[src/rtl/signal_skid_buffer.sv]
// Two-entry skid buffer with a valid/ready handshake on each side.
// in_ready comes only from flops, so there is no combinational path from
// out_ready or in_valid to in_ready. A sticky flag records upstream
// handshake violations.
module signal_skid_buffer #(
    parameter int unsigned WIDTH = 8
) (
    input  logic             clk,
    input  logic             rst_n,
    input  logic             in_valid,
    output logic             in_ready,
    input  logic [WIDTH-1:0] in_data,
    output logic             out_valid,
    input  logic             out_ready,
    output logic [WIDTH-1:0] out_data,
    output logic [1:0]       count,
    output logic             proto_err
);

    typedef enum logic [1:0] {
        EMPTY = 2'd0,
        BUSY  = 2'd1,
        FULL  = 2'd2
    } state_t;

    state_t           state;
    logic [WIDTH-1:0] skid;
    logic [WIDTH-1:0] prev_data;
    logic             prev_stall;
    logic             in_fire;
    logic             out_fire;

    assign in_fire  = in_valid & in_ready;
    assign out_fire = out_valid & out_ready;

    // Occupancy state, main (out_data) and skid registers, and registered flags.
    // in_ready is held low through reset and rises at the first edge after it,
    // which makes it the ready-enable flop.
    always_ff @(posedge clk or negedge rst_n) begin
        if (!rst_n) begin
            state      <= EMPTY;
            out_data   <= '0;
            skid       <= '0;
            out_valid  <= 1'b0;
            in_ready   <= 1'b0;
            count      <= 2'd0;
            proto_err  <= 1'b0;
            prev_stall <= 1'b0;
            prev_data  <= '0;
        end else begin
            prev_stall <= in_valid & ~in_ready;
            prev_data  <= in_data;
            if (prev_stall && (!in_valid || (in_data != prev_data))) begin
                proto_err <= 1'b1;
            end

            case (state)
                EMPTY: begin
                    in_ready <= 1'b1;
                    if (in_fire) begin
                        out_data  <= in_data;
                        out_valid <= 1'b1;
                        count     <= 2'd1;
                        state     <= BUSY;
                    end
                end
                BUSY: begin
                    case ({in_fire, out_fire})
                        2'b10: begin
                            skid     <= in_data;
                            in_ready <= 1'b0;
                            count    <= 2'd2;
                            state    <= FULL;
                        end
                        2'b01: begin
                            out_valid <= 1'b0;
                            count     <= 2'd0;
                            state     <= EMPTY;
                        end
                        2'b11: begin
                            out_data <= in_data;
                        end
                        default: begin
                        end
                    endcase
                end
                FULL: begin
                    if (out_fire) begin
                        out_data <= skid;
                        in_ready <= 1'b1;
                        count    <= 2'd1;
                        state    <= BUSY;
                    end
                end
                default: begin
                    out_valid <= 1'b0;
                    in_ready  <= 1'b1;
                    count     <= 2'd0;
                    state     <= EMPTY;
                end
            endcase
        end
    end

endmodule

[config.mk]
export PLATFORM = sky130hd
export DESIGN_NAME = signal_skid_buffer
export DESIGN_NICKNAME = d
export VERILOG_FILES = /design/src/rtl/signal_skid_buffer.sv
export SDC_FILE = /design/constraint.sdc
export NUM_CORES = 1
export LEC_CHECK = 0
export ABC_AREA = 1
export BUFFER_PORTS_ARGS = -buffer_cell sky130_fd_sc_hd__buf_2
export CORE_ASPECT_RATIO = 0.9
export CORE_MARGIN = 2
export CORE_UTILIZATION = 48
export DETAILED_ROUTE_END_ITERATION = 10
export GPL_ROUTABILITY_DRIVEN = 1
export GPL_TIMING_DRIVEN = 1
export HOLD_SLACK_MARGIN = 0.03
export PLACE_DENSITY = 0.81
export SLEW_MARGIN = 20
export SYNTH_ARGS = -nofsm -noshare
export SYNTH_HDL_FRONTEND = slang
export SYNTH_SLANG_ARGS = --single-unit
[constraint.sdc]
create_clock -name clk -period 1.2 [get_ports clk]
set_input_delay 0.3 -clock clk [delete_from_list [all_inputs] [get_ports clk]]
set_output_delay 0.3 -clock clk [all_outputs]
set_load 0.1 [all_outputs]
After elaboration in Yosys (flattened, before gate mapping)
Cells that the tools add are included.
{ "totals": {"reg_bits": 30, "latchBits": 0, "ramBits": 0, "romBits": 0, "input_bits": 12, "out_inout_bits": 13, "wordCells": 49, "memories": 0} }
{ "op_classes": {"n_addsub": 0, "mul": 0, "div_mod_pow": 0, "magnitude_cmp": 0, "n_eq_ne": 12, "shift": 0, "n_mux": 14, "bitwise_logic": 5, "reduce_logical": 10} }
{ "op_table": {"columns": ["operator", "count"], "rows": [
  ["$mux 8", 3],
  ["$pmux 8 s3", 1],
  ["$ne 8x8->1", 1],
  ["$eq 2x2->1 const B", 3],
  ["$ne 2x2->1 const B", 3],
  ["$pmux 2 s3", 1],
  ["$reduce_and 3->1", 2],
  ["$eq 2x1->1 const B", 2],
  ["$mux 1", 4],
  ["$mux 2", 2],
  ["$ne 2x1->1 const B", 2],
  ["$pmux 2 s2", 1],
  ["$reduce_and 2->1", 2],
  ["$reduce_and 4->1", 1],
  ["$and 1x1->1", 3],
  ["$ne 3x2->1 const B", 1],
  ["$pmux 1 s3", 1],
  ["$reduce_bool 3->1", 1],
  ["$logic_not 2->1", 1],
  ["$not 1->1", 2],
  ["$pmux 1 s2", 1],
  ["$logic_and 1x1->1", 1],
  ["$logic_not 1->1", 1],
  ["$logic_or 1x1->1", 1]
]} }

Depth between registers and ports, before layout
{ "logic_depth": {"ltp_word": 4, "mapped_depth": 9} }

Worst setup path before layout
OpenSTA, ideal clock, no wires.
{ "synth_timing": {"path_kind": "register to register", "start": "register state[0]", "end": "register out_data[5]", "setup_ns": 0.124, "arrival_time_ns": 1.721, "t_required_ns": 1.076, "path_slack_ns": -0.645, "path_stages_with_launch": 9, "n_path_buf": 1, "path_cell_list": "dfrtp_1 inv_2 nand2_4 inv_4 nand2_4 nand2_4 buf_8 nor2_2 a21oi_2"} }
{ "synth_via": {"elab_chain_len": 3} }
{ "synth_lines": {"columns": ["element", "line_no", "rtl"], "rows": [
  ["start: declaration", "26", "state_t state;"],
  ["start signal: assignment", "41", "state <= EMPTY;"],
  ["start signal: assignment", "64", "state <= BUSY;"],
  ["start signal: assignment", "73", "state <= FULL;"],
  ["$eq 2x1->1 (tied with other cells)", "57", "case (state)"],
  ["$ne 2x1->1 (no source line) (tied with other cells)", null, null],
  ["$reduce_and 4->1 (no source line)", null, null],
  ["end signal: assignment", "61", "out_data <= in_data;"],
  ["end signal: assignment", "81", "out_data <= in_data;"],
  ["end signal: assignment", "89", "out_data <= skid;"],
  ["end: declaration", "15", "output logic [WIDTH-1:0] out_data,"]
]} }
Several ways; a longest one is shown, not always the timed one.
A chain may end at the register's enable or synchronous reset.

Worst setup path in the final report
{ "layout_timing": {"start": "register in_ready", "end": "output in_ready"} }
{ "layout_rtl": {"columns": ["element", "line_no", "rtl"], "rows": [
  ["start: declaration", "11", "output logic in_ready,"],
  ["start signal: assignment", "45", "in_ready <= 1'b0;"],
  ["start signal: assignment", "59", "in_ready <= 1'b1;"],
  ["start signal: assignment", "71", "in_ready <= 1'b0;"]
]} }
No word-level cell between the ends.

==> qor.yml <==
fill_cells: 138
synth_area_leaders: "dfrtp_1 (56%), nand2_1 (11%), inv_1 (4.8%), o21ai_0 (3.7%), nand2_4 (3.4%)"
antenna_found_initial: 0
max-slew-margin-rel_pct: 75.2
leakage_nw: 1.06
period_share_pct: 118
slew_violations: 0
cts.clk_slew.worst_paths_ns: 0.10
arrival_ns: 1.12
htree_levels: 2
ant_nets: 0
clk_path_buf_depth: 2
portBuffers: 24
hpwl_um: 1860
grt_pass1_vias: 1137
diodes: 0
min_period_ns: 1.42
vias: 1300
timing_worst_setup_path_type: "register to output port"
std_cell_rows: 18
avgSynthCellArea_sq_um: 9.12
worstHoldPathType: "primary input to register"
drt_pass1_iterations: 4
ir_drop_v: 0.00180
first_iter_violations: 44
syn-num-nets: 159
clock_skew_ns: 0.0127
placed_cells: 205
track_usage_pct: 20.5
cp_slowest_cell: "dfrtp_4"
yosysSeqAreaShare_pct: 56.0
worstMarginPinSlew_ns: 0.372
fmax_ghz: 0.707
yosysUniqueCellTypes: 23
critPathMaxStageDelay_ns: 0.50
grt_max_degree: 31
start_kind: "register"
nets: 217
die_x_um: 59.7
powerDensity_mw_per_mm2: 3180
drv_cap: 0
end_kind: "output port"
grt_pass1_wl_um: 4750
synth_area_sq_mm: 0.00134
detail_route.wl_per_cell_um: 16.9
cts_tree: "built"
place_congestion: 0.773
drc: 0
finalHoldViolations: 0
cp_max_fo: 2
io_pins: 25
wl_um: 3980
clkLatencyLatePin_ns: 0.33
drive_gt1_share_pct: 51.5
cts-root-buf: "clkbuf_4"
coreArea_sq_mm: 0.00270
layoutNonFillerInstCount: 236
vias_per_cell: 5.51
syn_inst: 147
numCtsBuffers: 5
rsz0062_at_grt: "yes"
synth_top_area_cell: "dfrtp_1"
fp.dieH_um: 54.2
setup_viol: 33
synth_top_area_share_pct: 56.0
cts_sinks: 30
finalWorstSetupSlack_ns: -0.215
required_ns: 0.90
dp_slack_ns: -0.0375
outcome: "complete, but fails checks"
hold_slack_ns: 0.0987
cp_cell_sequence: "buf_6 -> buf_12"
yosysWarnings: 0
die_area_sq_mm: 0.00323
violations: "negative setup slack"
initial_core_util_pct: 49.6
grt_overflow_total: 0
ys_ff_latch: 30
syn_to_final_growth_pct: 64.0
repair_timing:
item                       4_1_cts  5_1_grt
hold buffers                     1        0
setup endpoints to repair       22       33
gates cloned                     1        2
setup buffers                   14        6
pin swaps                        5        7
hold endpoints to repair        30        0
gates resized for setup         22       27
cells in the mapped netlist:
cell type	instances
nor2_1	10
buf_8	1
inv_4	1
a21oi_2	2
buf_2	1
inv_1	17
dfrtp_1	30
o21ai_0	10
nand2_2	1
o21ai_2	1
nand2_1	40
xnor2_1	2
buf_6	1
nor2_4	1
nand2_4	4
nor2_2	2
o211ai_1	2
nand4_1	1
inv_2	1
a21oi_1	8
o21ai_1	8
nand3_4	1
nand3_1	2
where the power goes:
part	switching [mW]	internal (mW)
sequential	0.310	1.40
combinational	2.80	1.84
clock	0.359	0.282
total	3.47	3.52
cell type report:
cell class | count | area [sq um] | area share (%)
Inverter | 19 | 81.3 | 3.70
Multi-Input combinational cell | 98 | 673 | 30.6
Timing Repair Buffer | 51 | 574 | 26.1
Clock inverter | 2 | 12.5 | 0.569
Tap cell | 30 | 37.5 | 1.71
Clock buffer | 6 | 51.3 | 2.33
Sequential cell | 30 | 769 | 35.0
state kept, by name, summed over array words and instances (netlist names):
register and flops:
state 2, in_ready 1, prev_stall 1, proto_err 1, out_data 8, out_valid 1, skid 8, prev_data 8
worst paths after layout:
path                                      start                 endpoint  slack [ns]  cells past startpoint
max in group asynchronous                 rst_n     state[0]$_DFFE_PN0P_        0.37                      3
min in group asynchronous                 rst_n  out_data[0]$_DFFE_PN0P_        0.51                      3
min reg2reg                prev_stall$_DFF_PN0_    proto_err$_DFFE_PN0P_        0.50                      2
max                        in_ready$_DFFE_PN0P_                 in_ready       -0.22                      2
max reg2reg                state[0]$_DFFE_PN0P_  out_data[2]$_DFFE_PN0P_       -0.19                      6
min                                  in_data[1]   prev_data[1]$_DFF_PN0_         0.1                      1
per-stage QoR:
step	instance area, sq um	power (mW)	util [%]	TNS [ns]
floorplan	1390	3.95	-	-2.65
detailed placement	1770	5.19	65.6	-0.142
global route	2200	7.28	81.4	-5.78
global placement	1770	5.11	65.6	0
finish	2200	7.00	81.4	-4.17
CTS	2050	6.43	75.7	-2.93
cells in the final DEF, fill, tap and decap left out, types with 6 or more instances in the layout:
cell	count
o21ai_0	8
buf_2	11
nand2_4	6
dfrtp_1	23
buf_12	14
nand2_1	31
nand2_2	8
a21oi_1	7
buf_6	9
inv_1	16
buf_4	15
nor2_4	9
critical path, delay by kind of cell (launching register included):
| family | cells | cell delay, ns |
|---|---|---|
| buffers and inverters | 2 | 0.28 |
| flip-flops | 1 | 0.50 |
layer usage:
metal,GRT usage [%],share of wire (%)
met3,5.53,4.6
met1,26.5,40
met2,31.3,53
met5,0,0
met4,11.5,3.2
cell families after synthesis:
group,after synthesis,share of synthesized area (%)
simple gates,62,22.1
compound gates,31,12.8
flops,30,56.0
buf+inv,22,7.84
xor+xnor,2,1.31
(Power assumes the default switching activity.)
